**src/rtl/centroid_pkg.sv**
```systemverilog
// Shared constants, RGB444 layout and FSM encoding for the colour-blob locator.
// The optional filtered-pixel output is enabled by CENTROID_FILTOUT_EN.
package centroid_pkg;

   localparam int C_NUM_BANDS    = 8;
   localparam int C_NB_BAND_CNT  = 12;
   localparam int C_NB_TOTAL_CNT = 15;
   localparam int C_NB_CH        = 4;
   localparam int C_NB_RGB       = 3 * C_NB_CH;
   localparam int C_BAND_COLS    = 20;
   localparam int C_IMG_ROWS     = 120;
   localparam int C_PROX_SHIFT   = 11;

   localparam logic [7:0]               C_IMG_COLS = 8'd160;
   localparam logic [C_NB_CH-1:0]       C_THR_ON   = 4'd8;
   localparam logic [C_NB_CH-1:0]       C_THR_OFF  = 4'd6;
   localparam logic [C_NB_BAND_CNT-1:0] C_MIN_PXLS = 12'd32;

   typedef struct packed {
      logic [C_NB_CH-1:0] r;
      logic [C_NB_CH-1:0] g;
      logic [C_NB_CH-1:0] b;
   } rgb444_t;

   typedef enum logic [1:0] {
      IDLE,
      ACCUM,
      SCAN,
      UPDATE
   } state_t;

   // Compare chain against band edges; avoids a divide by 20.
   function automatic logic [2:0] band_of(input logic [7:0] col);
      logic [2:0] b;
      b = '0;
      for (int i = 1; i < C_NUM_BANDS; i++)
         if (col >= 8'(i * C_BAND_COLS))
            b = 3'(i);
      return b;
   endfunction

endpackage

```
**src/rtl/color_pxl_filter.sv**
```systemverilog
// Stage 1: registered colour-match flag and band index for each pixel.
// With CENTROID_FILTOUT_EN it also registers the masked pixel stream.
module color_pxl_filter
   import centroid_pkg::*;
(
   input  logic                clk,
   input  logic                rst,
   input  logic                pxl_valid,
   input  logic [7:0]          pxl_col,
   input  logic [C_NB_RGB-1:0] pxl_rgb,
   input  logic [2:0]          rgbfilter,
   output logic                match,
   output logic [2:0]          band,
   output logic                filt_valid,
   output logic [C_NB_RGB-1:0] filt_pxl
);

   rgb444_t px;
   logic    ok_r, ok_g, ok_b;
   logic    match_c;

   assign px   = rgb444_t'(pxl_rgb);
   assign ok_r = rgbfilter[2] ? (px.r >= C_THR_ON) : (px.r < C_THR_OFF);
   assign ok_g = rgbfilter[1] ? (px.g >= C_THR_ON) : (px.g < C_THR_OFF);
   assign ok_b = rgbfilter[0] ? (px.b >= C_THR_ON) : (px.b < C_THR_OFF);

   assign match_c = pxl_valid && (rgbfilter != 3'b000) &&
                    (pxl_col < C_IMG_COLS) && ok_r && ok_g && ok_b;

   always_ff @(posedge clk or posedge rst) begin
      if (rst) begin
         match <= 1'b0;
         band  <= '0;
      end else begin
         match <= match_c;
         band  <= band_of(pxl_col);
      end
   end

`ifdef CENTROID_FILTOUT_EN
   always_ff @(posedge clk or posedge rst) begin
      if (rst) begin
         filt_valid <= 1'b0;
         filt_pxl   <= '0;
      end else begin
         filt_valid <= pxl_valid;
         filt_pxl   <= match_c ? pxl_rgb : '0;
      end
   end
`else
   assign filt_valid = 1'b0;
   assign filt_pxl   = '0;
`endif

endmodule

```
**src/rtl/color_centroid.sv**
```systemverilog
// Per-frame colour-blob locator: band histogram, max-band scan, proximity.
// CENTROID_FILTOUT_EN enables the filt_valid/filt_pxl mask stream.
module color_centroid
   import centroid_pkg::*;
(
   input  logic                clk,
   input  logic                rst,
   input  logic                frame_start,
   input  logic                pxl_valid,
   input  logic [7:0]          pxl_col,
   input  logic [C_NB_RGB-1:0] pxl_rgb,
   input  logic [2:0]          rgbfilter,
   output logic [7:0]          centroid,
   output logic [2:0]          proximity,
   output logic                frame_done,
   output logic                filt_valid,
   output logic [C_NB_RGB-1:0] filt_pxl
);

   logic                      s1_match;
   logic [2:0]                s1_band;
   logic                      fs_d1, fs_d2;
   logic [C_NB_BAND_CNT-1:0]  band_cnt [C_NUM_BANDS];
   logic [C_NB_BAND_CNT-1:0]  band_shd [C_NUM_BANDS];
   logic [C_NB_TOTAL_CNT-1:0] total_cnt, total_shd;
   state_t                    state, state_nx;
   logic [2:0]                scan_idx, max_idx;
   logic [C_NB_BAND_CNT-1:0]  max_cnt;
   logic                      snap;
   logic [3:0]                prox_raw;

   color_pxl_filter u_filter (
      .clk        (clk),
      .rst        (rst),
      .pxl_valid  (pxl_valid),
      .pxl_col    (pxl_col),
      .pxl_rgb    (pxl_rgb),
      .rgbfilter  (rgbfilter),
      .match      (s1_match),
      .band       (s1_band),
      .filt_valid (filt_valid),
      .filt_pxl   (filt_pxl)
   );

   assign snap     = (state == ACCUM) && fs_d2;
   assign prox_raw = 4'(total_shd >> C_PROX_SHIFT);

   // Two-cycle delay lets pixels already in the pipe land in their own frame.
   always_ff @(posedge clk or posedge rst) begin
      if (rst) begin
         fs_d1 <= 1'b0;
         fs_d2 <= 1'b0;
      end else begin
         fs_d1 <= frame_start;
         fs_d2 <= fs_d1;
      end
   end

   always_ff @(posedge clk or posedge rst) begin
      if (rst) begin
         for (int b = 0; b < C_NUM_BANDS; b++)
            band_cnt[b] <= '0;
         total_cnt <= '0;
      end else begin
         for (int b = 0; b < C_NUM_BANDS; b++) begin
            if (fs_d2)
               band_cnt[b] <= C_NB_BAND_CNT'(s1_match && (s1_band == 3'(b)));
            else if (s1_match && (s1_band == 3'(b)) && (band_cnt[b] != '1))
               band_cnt[b] <= band_cnt[b] + C_NB_BAND_CNT'(1);
         end
         if (fs_d2)
            total_cnt <= C_NB_TOTAL_CNT'(s1_match);
         else if (s1_match && (total_cnt != '1))
            total_cnt <= total_cnt + C_NB_TOTAL_CNT'(1);
      end
   end

   always_ff @(posedge clk or posedge rst) begin
      if (rst) begin
         for (int b = 0; b < C_NUM_BANDS; b++)
            band_shd[b] <= '0;
         total_shd <= '0;
      end else if (snap) begin
         for (int b = 0; b < C_NUM_BANDS; b++)
            band_shd[b] <= band_cnt[b];
         total_shd <= total_cnt;
      end
   end

   always_ff @(posedge clk or posedge rst) begin
      if (rst)
         state <= IDLE;
      else
         state <= state_nx;
   end

   always_comb begin
      state_nx = state;
      unique case (state)
         IDLE:    if (fs_d2) state_nx = ACCUM;
         ACCUM:   if (fs_d2) state_nx = SCAN;
         SCAN:    if (scan_idx == 3'd7) state_nx = UPDATE;
         UPDATE:  state_nx = ACCUM;
         default: state_nx = IDLE;
      endcase
   end

   // Strict '>' keeps the lowest band on ties.
   always_ff @(posedge clk or posedge rst) begin
      if (rst) begin
         scan_idx   <= '0;
         max_idx    <= '0;
         max_cnt    <= '0;
         centroid   <= '0;
         proximity  <= '0;
         frame_done <= 1'b0;
      end else begin
         frame_done <= 1'b0;
         if (snap) begin
            scan_idx <= '0;
            max_idx  <= '0;
            max_cnt  <= '0;
         end else if (state == SCAN) begin
            scan_idx <= scan_idx + 3'd1;
            if (band_shd[scan_idx] > max_cnt) begin
               max_cnt <= band_shd[scan_idx];
               max_idx <= scan_idx;
            end
         end else if (state == UPDATE) begin
            centroid   <= (max_cnt >= C_MIN_PXLS) ? (8'd1 << max_idx) : 8'd0;
            proximity  <= (prox_raw > 4'd7) ? 3'd7 : prox_raw[2:0];
            frame_done <= 1'b1;
         end
      end
   end

endmodule

```
**config.mk**
```make
export PLATFORM = sky130hd
export DESIGN_NAME = color_centroid
export DESIGN_NICKNAME = d
export VERILOG_FILES = /design/src/rtl/centroid_pkg.sv /design/src/rtl/color_pxl_filter.sv /design/src/rtl/color_centroid.sv
export SDC_FILE = /design/constraint.sdc
export NUM_CORES = 1
export LEC_CHECK = 0
export ABC_AREA = 1
export CORE_MARGIN = 1
export CORE_UTILIZATION = 56
export DETAILED_ROUTE_END_ITERATION = 8
export PLACE_DENSITY = 0.77
export SLEW_MARGIN = 20
export SYNTH_ARGS = -nofsm -noshare
export SYNTH_HDL_FRONTEND = slang
export SYNTH_SLANG_ARGS = --single-unit
```
**constraint.sdc**
```tcl
create_clock -name clk -period 8.7 [get_ports clk]
set_input_delay 1.74 -clock clk [delete_from_list [all_inputs] [get_ports clk]]
set_output_delay 1.74 -clock clk [all_outputs]
set_load 0.005 [all_outputs]
```
# Yosys cells after proc, flatten, opt, wreduce, memory -nomap -nowiden
# Cells that the tools add are included.
# word_totals
output_inout_bits	25
inputBits	27
word_cells	172
reg_bits	260
# classes
n_addsub	10
bitwise	3
n_mux	48
n_shift	1
order_cmp	18
reduce_logical	40
eq_ne	23
# ops
op	n
12-bit 2-to-1 mux	21
12-bit by 1-bit adder with 12-bit output, second input constant	8
12-bit inequality test, second input constant	8
12-bit binary-select mux with 3-bit select	1
15-bit 2-to-1 mux	2
3-bit 2-to-1 mux	10
8-bit by 7-bit >= comparator with 1-bit output, second input constant	3
1-bit logical AND	23
2-bit nonzero test	11
4-bit >= comparator, second input constant	4
8-bit by 6-bit >= comparator with 1-bit output, second input constant	2
15-bit by 1-bit adder with 15-bit output, second input constant	1
3-bit equality test, second input constant	5
15-bit inequality test, second input constant	1
12-bit by 6-bit >= comparator with 1-bit output, second input constant	1
12-bit > comparator	1
4-bit by 3-bit less-than comparator with 1-bit output, second input constant	3
2-bit 2-to-1 mux	5
8-bit by 5-bit >= comparator with 1-bit output, second input constant	1
8-bit >= comparator, second input constant	1
8-bit less-than comparator, second input constant	1
8-bit 2-to-1 mux	1
2-bit case mux with 4 select lines	1
1-bit by 3-bit left shift with 8-bit output, first input constant	1
other kinds (15)	27

# Logic depth before layout (Yosys ltp)
# Gate-level depths: netlist of the first run.
# depth
ltp_word	8
ltp_mapped	21
ltp_nobuf	18

# Modules after synthesis
# Synthesis of the first run repeated with hierarchy kept, for this count alone.
# hier_totals
hier_cells	1925
hier_area_um2	14063.5
# modules_own_cells
module	area_each_um2	n_inst	cells_each	seq_area_each_um2
color_centroid	13648.1	1	1863	6130.9
color_pxl_filter	415.4	1	62	100.1

# Worst setup path after synthesis of the first run
# OpenSTA, ideal clock, no wires.
# synth_path
kind	input-to-reg
startpoint	input port pxl_col[7]
endpoint	register u_filter.band[0]
setup_time_ns	0.065
n_path_buf	0
arrival_time_ns	2.378
path_stages	9
required_time_ns	8.635
path_slack_ns	6.257
cell_sequence	nor2_1 > nand2_1 > a21oi_1 > nand2_1 > nand2_1 > nand2_1 > nand2_1 > nand2_1 > nand2_1
# synth_between
elab_chain_cells	8
word_cells_on_any_way	14
classes_between	order compare (7); mux (7)
# synth_rtl
element	line	rtl
start, declared	color_centroid.sv:10	input logic [7:0] pxl_col,
8-bit by 5-bit >= comparator with 1-bit output	centroid_pkg.sv:37	if (col >= 8'(i * C_BAND_COLS))
1-bit 2-to-1 mux	centroid_pkg.sv:37	
2-bit 2-to-1 mux (2 in series)	centroid_pkg.sv:37	
3-bit 2-to-1 mux (3 in series)	centroid_pkg.sv:37	
3-bit 2-to-1 mux *	centroid_pkg.sv:37	
end signal, assigned	color_pxl_filter.sv:36	band <= band_of(pxl_col);
end, declared	color_pxl_filter.sv:13	output logic [2:0] band,
# Every way passes the cells marked *; elsewhere a longest branch is shown, timed or not.
# A chain may end at the register's enable or synchronous reset.

# Worst setup path after layout of the first run
# layout_path
startpoint	register scan_idx[1]
endpoint	register max_cnt[8]
# layout_between
elab_chain_cells	7
word_cells_on_any_way	10
classes_between	order compare (1); mux (6); bitwise (1); reduce/logical (2)
# layout_rtl
element	line	rtl
start, declared	color_centroid.sv:27	logic [2:0] scan_idx, max_idx;
start signal, assigned	color_centroid.sv:124	scan_idx <= scan_idx + 3'd1;
3-bit NOT with 4-bit output (implied by the code) *	color_centroid.sv:125, color_centroid.sv:126	
12-bit binary-select mux with 3-bit select *	color_centroid.sv:125, color_centroid.sv:126	
12-bit 2-to-1 mux (implied by the code) * (2 in series)	color_centroid.sv:125, color_centroid.sv:126	
12-bit > comparator / 12-bit 2-to-1 mux (equally long branches)	color_centroid.sv:125	if (band_shd[scan_idx] > max_cnt) begin
2-bit nonzero test (no source line) / 12-bit 2-to-1 mux (equally long branches)	-	
2-bit AND reduction (no source line) / 12-bit 2-to-1 mux (equally long branches)	-	
end signal, assigned	color_centroid.sv:126	max_cnt <= band_shd[scan_idx];
end, declared	color_centroid.sv:28	logic [C_NB_BAND_CNT-1:0] max_cnt;
# Every way passes the cells marked *; elsewhere a longest branch is shown, timed or not. The select of a mux whose other input is x is not followed.

==> results of run 1 <==
cell type report:
type | instances | share of cell area
inverters | 287 | 0.0704
clock buffers | 35 | 0.0483
flip-flops and latches | 249 | 0.404
repair buffers | 38 | 0.0246
multi-input cells | 1316 | 0.413
well taps | 324 | 0.0263
clock inverters | 11 | 0.0133
synthesized netlist by cell type (all sizes together), types with 2 or more instances:
cell type  instances  area share
xnor2              3      0.0019
o21ai            215       0.083
xor2              27       0.017
buf               52       0.024
a21oi             26      0.0092
nor3              29       0.011
nand2            604        0.17
nor2             109       0.035
ha                27       0.024
nand4             60       0.027
a21o               3      0.0016
clkbuf            29      0.0078
inv              286       0.076
or2                2     0.00089
nand3            190       0.068
dfrtp            249        0.44
cell usage in the layout, fill, tap and decap left out, types with 4 or more instances in the layout:
cell             count
a21oi_1             26
buf_4                4
bufinv_16            6
clkbuf_1             4
clkbuf_16           27
clkbuf_8             4
clkdlybuf4s50_1     33
clkinv_2             7
conb_1              13
dfrtp_1            249
ha_1                27
inv_1              272
inv_2               12
nand2_1            582
nand2_2             18
nand3_1            189
nand4_1             60
nor2_1              95
nor2_4              11
nor3_1              26
o21ai_0            179
o21ai_1             12
o21ai_2             24
xor2_1              27
sequential cells by signal, summed over array words and instances (netlist names), 2 cells and up:
signal / flops
centroid: 8
total_cnt: 15
u_filter.band: 3
total_shd: 4
max_idx: 3
state: 2
band_cnt: 96
scan_idx: 3
proximity: 3
band_shd: 96
max_cnt: 12
path summary, 6_finish.rpt:
kind                                  start      endpoint  slack (ns)
worst max-delay path            scan_idx[1]    max_cnt[8]        4.91
worst min-delay path                  fs_d1         fs_d2        0.35
worst max register to register  scan_idx[1]    max_cnt[8]        4.91
worst min register to register        fs_d1         fs_d2        0.35
max in group asynchronous               rst  total_cnt[0]        5.76
min in group asynchronous               rst  band_cnt[30]        1.78
per-stage QoR:
stage | util | area [µm²]
after CTS | 0.631 | 15400
after global placement | 0.592 | 14500
after floorplan | - | 14100
after global routing | 0.631 | 15400
after detailed placement | 0.592 | 14500
final | 0.631 | 15400
cell families after synthesis:
family,count (synthesis)
flip-flops,249
XOR/XNOR,30
other,1
buffers and inverters,368
multiplexers,1
AO/OA/AOI/OAI,248
adder cells (fa/ha/maj),27
AND/OR/NAND/NOR,997
power breakdown:
part | leakage [nW] | total [W] | switching (W) | internal, W
Combinational | 3.15 | 0.000831 | 0.000589 | 0.000241
Sequential | 3.45 | 0.00125 | 0.0000479 | 0.00121
Clock | 0.471 | 0.00125 | 0.000472 | 0.000776
Total | 7.07 | 0.00333 | 0.00111 | 0.00222
metal layers:
layer | vias to the layer above | part of all wire | global-route usage
met5 | - | 0 | 0
met4 | 0 | 0.021 | 0.0667
met3 | 49 | 0.048 | 0.0253
met2 | 277 | 0.47 | 0.419
met1 | 5770 | 0.46 | 0.357
li1 | 6079 | - | -
==> results.toml, run 1 <==
[logic_synthesis]
synth_compound_area_frac = 0.0957
yosysWarnings = 0
synth_cells = 1921
synth_xor_area_frac = 0.0187
async_flop_share = 1.00
synth-edff-count = 0
yosysSeqAreaShare = 0.442
synth_cell_type_count = 39
synth_top_family_by_area = "simple AND/OR/NAND/NOR gates"
ys_ff_latch = 249
synthSimpleGateAreaFrac = 0.310
netlist_area_um2 = 14100
synth_ff_type = "dfrtp_1"
synth_fa_ha_area_frac = 0.0240
synthMuxAreaShare = 0.000711
syn_avg_cell_area_um2 = 7.33

[timing]
min_period_ns = 3.79
post-route-period-util = 0.435
rsz0062_at_grt = "false"
tns_ns = 0
worst_slew_pin_slew_ns = 0.971
finalSetupViolCount = 0
fin_hold_ws_ns = 0.349
fin_ws_ns = 4.91
max-slew-margin-rel = 0.352
finalMaxSlewViolations = 0
hold_viol = 0
fmax_ghz = 0.264
finClkSkew_ns = 0.0184

[clock_network]
clock_path_buffers = 3
cts_hold_buf = 0
cts-htree-levels = 1
path_clk_slew_ns = 0.06
clock-sinks = 249
cts_buffers = 27
clock_latency_ns = 0.54
cts_resized = 0
cts_post_setup_buffers_inserted = 0
clock-root-buffer = "clkbuf_16"
cts_tree = "built"

[layout]
fill_cells = 2082
drive_gt1_frac = 0.0661
nets = 1973
area_growth_pct = 9.62
multi_input_area_um2 = 6380
seq_area_um2 = 6230
num_antenna_cells = 0
fin_cells = 2260

[route]
drt_iter0_drc = 1023
antenna_left = 0
vias = 12200
via_per_inst = 5.39
firstDrtPassIters = 7
drc = 0
wl_per_cell_um = 14.1
drt_wl_total_um = 31800

[power]
p_per_area_nw_per_um2 = 216
ir_drop_uv = 194
finalPower_w = 0.00333
p_leak_nw = 7.07

[setup_path]
cp_common_cell = "nand2_1"
cp.arrival_ns = 4.20
cp-end-kind = "flip-flop"
crit_type = "flip-flop to flip-flop"
path_cells = "inv_2 > nand3_1 > nand2_1 > nand2_1 > nand2_1 > ha_1 > nand2_1 > nor2_1 > nand3_1 > nand2_1 > inv_1 > nand2_1 > nand3_1 > nand2_1"
crit_cells = 14
cp_num_buf_inv = 2
critPathTopFamily = "simple AND/OR/NAND/NOR gates"
cp_max_fo = 27
worst_ep_required_time_ns = 9.12
slowest_delay_ns = 0.98
worstSetupStartpointType = "flip-flop"
cp_slowest_cell = "dfrtp_1"
r2r_cells = 14

[placement]
port-buffer-count = 33
hpwl_um = 21400
placed_cells = 2214
place_ws_ns = 5.05
gp_congestion = 0.873

[worst_hold_path]
holdPathStages = 0
hp-class = "flip-flop to flip-flop"

[run_status]
outcome = "complete, no violations"

[floorplan]
dieHeight_um = 161
placeableCoreArea_um2 = 24500
die_w_um = 161
initial_core_util = 0.576
dieArea_um2 = 25800
boundaryPins = 52
row_count = 57

[run]
cap_viol_max_count = 0

[global_routing]
grt-ovfl-total = 0
grt_start_max_net_pins = 128
antenna_found_initial = 0
grt_use_total = 0.253
grt_pass1_wl_um = 54400
grt_pass1_vias = 11700
Note: power is estimated with default switching activity, not from simulation.
==> inputs of run 2 (changes only) <==
==> constraint.sdc (replaced) <==
create_clock -name clk -period 3.1 [get_ports clk]
set_input_delay 0.62 -clock clk [delete_from_list [all_inputs] [get_ports clk]]
set_output_delay 0.62 -clock clk [all_outputs]
set_load 0.005 [all_outputs]
==> results.toml, run 2 (synthesis results as in run 1) <==
[layout]
area_growth_pct = 11.3
largestRegisters = "band_cnt (96), band_shd (96), total_cnt (15)"
nets = 1995
final_cell_mix = "nand2_1 (582), inv_1 (272), dfrtp_1 (249)"
num_antenna_cells = 0
fin_cells = 2286
drive_gt1_frac = 0.0770
mostFrequentLayoutCell = "nand2_1"

[global_routing]
grt_start_max_net_pins = 120
antenna_found_initial = 0
grt_pass1_wl_um = 55300
grt_pass1_vias = 11700
grt_use_total = 0.258
grt-ovfl-total = 0

[clock_network]
clock-root-buffer = "clkbuf_16"
path_clk_slew_ns = 0.06
clock_path_buffers = 3
cts_hold_buf = 0
cts_tree = "built"
cts-htree-levels = 1
clock-sinks = 249
cts_resized = 0
clock_latency_ns = 0.54
cts_buffers = 28
cts_post_setup_buffers_inserted = 0

[setup_path]
cp.arrival_ns = 3.25
crit_type = "flip-flop to flip-flop"
path_cells = "buf_4 > nand2_1 > nand3_1 > nand2_1 > nand2_1 > nand2_1 > ha_1 > a21oi_1 > nor2_1 > nor2_1 > nand3_2 > nand2_1 > nand3_1 > nand2_1"
cp_max_fo = 50
cp-end-kind = "flip-flop"
reg2reg_from = "scan_idx[0]"
worstSetupStartpointType = "flip-flop"
worst_ep_required_time_ns = 3.57
r2r_cells = 14
reg2reg_to = "max_cnt[1]"
slowest_delay_ns = 0.46
cp_slowest_cell = "buf_4"
rrSetupSlack_ns = 0.33
cp_common_cell = "nand2_1"

[floorplan]
boundaryPins = 52
initial_core_util = 0.576
die_w_um = 161
dieArea_um2 = 25800
placeableCoreArea_um2 = 24500
row_count = 57
dieHeight_um = 161

[placement]
port-buffer-count = 33
placed_cells = 2235
gp_congestion = 0.879
hpwl_um = 22900

[route]
wl_per_cell_um = 14.1
drc = 0
vias = 12300
via_per_inst = 5.38
firstDrtPassIters = 7
drt_wl_total_um = 32300
drt_iter0_drc = 1161
antenna_left = 0

[power]
ir_drop_uv = 687
p_per_area_nw_per_um2 = 601
p_leak_nw = 7.20

[worst_hold_path]
holdPathStages = 0
min_from = "fs_d1"
hp-class = "flip-flop to flip-flop"
hold_path_end = "fs_d2"

[timing]
hold_viol = 0
fmax_ghz = 0.360
rsz0062_at_grt = "false"
finalMaxSlewViolations = 0
worst_slew_pin_slew_ns = 0.804
min_period_ns = 2.77
post-route-period-util = 0.895
finClkSkew_ns = 0.0156
tns_ns = 0
max-slew-margin-rel = 0.463
finalSetupViolCount = 0

[run_status]
outcome = "complete, no violations"

[run]
cap_viol_max_count = 0
[run 2: cell types whose count changed in the layout (fill, tap and decap cells not counted), moves of 2 or more]
cell	previous run	this run
bufinv_16	6	3
buf_12	1	8
clkinvlp_4	0	2
clkbuf_8	4	6
clkbuf_1	4	7
clkbuf_16	27	29
buf_4	4	18
[run 2: through the flow]
step | worst slack, ns | util | cell area (µm²) | power, W | hold WS [ns]
finish | 0.326 | 0.641 | 15700 | 0.00942 | 0.347
global route | 0.0391 | 0.641 | 15700 | 0.00995 | 0.354
CTS | 0.359 | 0.641 | 15700 | 0.00945 | 0.350
detailed placement | 0.381 | 0.602 | 14700 | 0.00603 | 0.342
global placement | 0.449 | 0.602 | 14700 | 0.00595 | 0.337
floorplan | -0.794 | - | 14100 | 0.00538 | 0.331
[run 2: worst max-delay path by stage]
stage,slack [ns],start,end
after floorplan,-0.79,rst,band_cnt[0]
after global placement,0.45,scan_idx[0],max_cnt[3]
after detailed placement,0.38,scan_idx[0],max_cnt[1]
after CTS,0.36,scan_idx[0],max_cnt[1]
after global routing,0.04,scan_idx[0],max_cnt[1]
final,0.33,scan_idx[0],max_cnt[1]
[run 2: area by class of cell]
class | count | area (µm²)
inverters | 287 | 1080
well taps | 324 | 405
fillers | 2065 | 8790
multi-input cells | 1316 | 6370
repair buffers | 59 | 626
clock buffers | 42 | 835
clock inverters | 9 | 123
flip-flops and latches | 249 | 6230
[run 2: worst max-delay path, delay by kind of cell, from the launching register on]
family	cells	cell delay [ns]
AOI/OAI and AO/OA	1	0.16
adders and majority gates	1	0.30
buffers and inverters	1	0.46
DFF	1	0.36
and+or+nand+nor	11	1.40
[run 2: where the power goes]
part           internal [W]  switching, W  leakage [nW]
clock network       0.00210       0.00133         0.471
logic              0.000785       0.00172          3.28
registers           0.00339      0.000103          3.45
total               0.00627       0.00315          7.20
[run 2: routing by layer]
layer | track usage | vias to the layer above | routed length [µm]
met5 | 0 | - | 0
li1 | - | 6126 | -
met2 | 0.425 | 339 | 15200
met1 | 0.364 | 5776 | 14800
met4 | 0.0671 | 0 | 710
met3 | 0.0282 | 66 | 1590
==> inputs of run 3 (changes only) <==
--- a/config.mk
+++ b/config.mk
@@ -10,6 +10,7 @@
 export CORE_UTILIZATION = 56
 export DETAILED_ROUTE_END_ITERATION = 8
 export PLACE_DENSITY = 0.77
+export REMOVE_ABC_BUFFERS = 1
 export SLEW_MARGIN = 20
 export SYNTH_ARGS = -nofsm -noshare
 export SYNTH_HDL_FRONTEND = slang
==> results.toml, run 3 (synthesis results as in run 1) <==
[layout]
mostFrequentLayoutCell = "nand2_1"
final_area_um2 = 15500
final_cell_mix = "nand2_1 (582), inv_1 (272), dfrtp_1 (249)"
drive_gt1_frac = 0.0717
multi_input_area_um2 = 6370
final_util = 0.635
fill_cells = 2147
nets = 1989
largestRegisters = "band_cnt (96), band_shd (96), total_cnt (15)"
area_growth_pct = 10.3
num_antenna_cells = 0
seq_area_um2 = 6230

[timing]
hold_viol = 0
tns_ns = 0
finalSetupViolCount = 0
max-slew-margin-rel = 0.570
finalMaxSlewViolations = 0
fin_hold_ws_ns = 0.354
rsz0062_at_grt = "false"
worst_slew_pin_slew_ns = 0.644
finClkSkew_ns = 0.0198
post-route-period-util = 0.840
fmax_ghz = 0.384
min_period_ns = 2.61

[floorplan]
boundaryPins = 52
dieHeight_um = 161
placeableCoreArea_um2 = 24500
die_w_um = 161
dieArea_um2 = 25800
row_count = 57
initial_core_util = 0.576

[setup_path]
cp_common_cell = "nand2_1"
critPathTopFamily = "simple AND/OR/NAND/NOR gates"
worst_ep_required_time_ns = 3.58
cp.arrival_ns = 3.08
slowest_delay_ns = 0.64
cp_max_fo = 15
cp-end-kind = "flip-flop"
path_cells = "inv_1 > nand2_1 > nand2_1 > ha_1 > nand2_1 > nor2_1 > nand3_1 > nand2_1 > inv_1 > nand2_1 > nand3_1 > nand2_1"
worstSetupStartpointType = "flip-flop"
crit_type = "flip-flop to flip-flop"
cp_slowest_cell = "dfrtp_1"
cp_num_buf_inv = 2

[clock_network]
cts_hold_buf = 0
clock-root-buffer = "clkbuf_16"
cts_resized = 0
cts-htree-levels = 1
clock-sinks = 249
clock_latency_ns = 0.55
cts_tree = "built"
cts_buffers = 28
path_clk_slew_ns = 0.06
clock_path_buffers = 3
cts_post_setup_buffers_inserted = 0

[route]
firstDrtPassIters = 5
via_per_inst = 5.37
drc = 0
antenna_left = 0
wl_per_cell_um = 14.3
drt_wl_total_um = 32500
vias = 12200
drt_iter0_drc = 948

[power]
p_per_area_nw_per_um2 = 590
p_leak_nw = 7.13
finalPower_w = 0.00917
ir_drop_uv = 504

[placement]
hpwl_um = 23000
dpl_cell_area_um2 = 14700
gp_congestion = 0.871
port-buffer-count = 33

[global_routing]
grt_pass1_wl_um = 56200
grt_start_max_net_pins = 172
antenna_found_initial = 0
grt_use_total = 0.262
grt_pass1_vias = 11800
grt-ovfl-total = 0

[run_status]
outcome = "complete, no violations"

[worst_hold_path]
hp-class = "flip-flop to flip-flop"

[run]
cap_viol_max_count = 0
-- run 3: changes by cell type in the layout (fill, tap and decap cells not counted), sizes merged --
| cell | delta |
|---|---|
| buf | -6 |
| bufinv | -2 |
| clkinv | -2 |
| clkinvlp | -2 |
| inv | +2 |
-- run 3: path summary, 6_finish.rpt --
path,cells after the start,to,start,slack [ns]
max in group asynchronous,3,total_cnt[10],rst,1.78
worst max-delay path,12,max_idx[0],scan_idx[2],0.49
worst min register to register,0,fs_d2,fs_d1,0.35
min in group asynchronous,2,band_cnt[40],rst,0.55
worst min-delay path,0,fs_d2,fs_d1,0.35
worst max register to register,12,max_idx[0],scan_idx[2],0.49
-- run 3: per-stage QoR --
step | instances | worst slack (ns)
CTS | 2276 | 0.526
global placement | 2229 | 0.548
floorplan | 1852 | -4.36
finish | 2276 | 0.495
detailed placement | 2229 | 0.517
global route | 2276 | 0.198
-- run 3: final cells by class --
cell class | count | share of cell area
Multi-Input combinational cell | 1316 | 0.410
Sequential cell | 249 | 0.401
Inverter | 287 | 0.0700
Clock buffer | 42 | 0.0531
Timing Repair Buffer | 53 | 0.0358
Tap cell | 324 | 0.0261
Clock inverter | 5 | 0.00346
-- run 3: power by group --
group | switching (W) | internal (W) | leakage (nW) | total (W)
logic | 0.00169 | 0.000772 | 3.25 | 0.00247
registers | 0.000107 | 0.00339 | 3.45 | 0.00350
clock network | 0.00131 | 0.00190 | 0.433 | 0.00321
-- run 3: layer usage --
layer | track usage | share of wire
met5 | 0 | 0
met4 | 0.0628 | 0.022
met3 | 0.0279 | 0.038
met2 | 0.441 | 0.48
met1 | 0.363 | 0.46
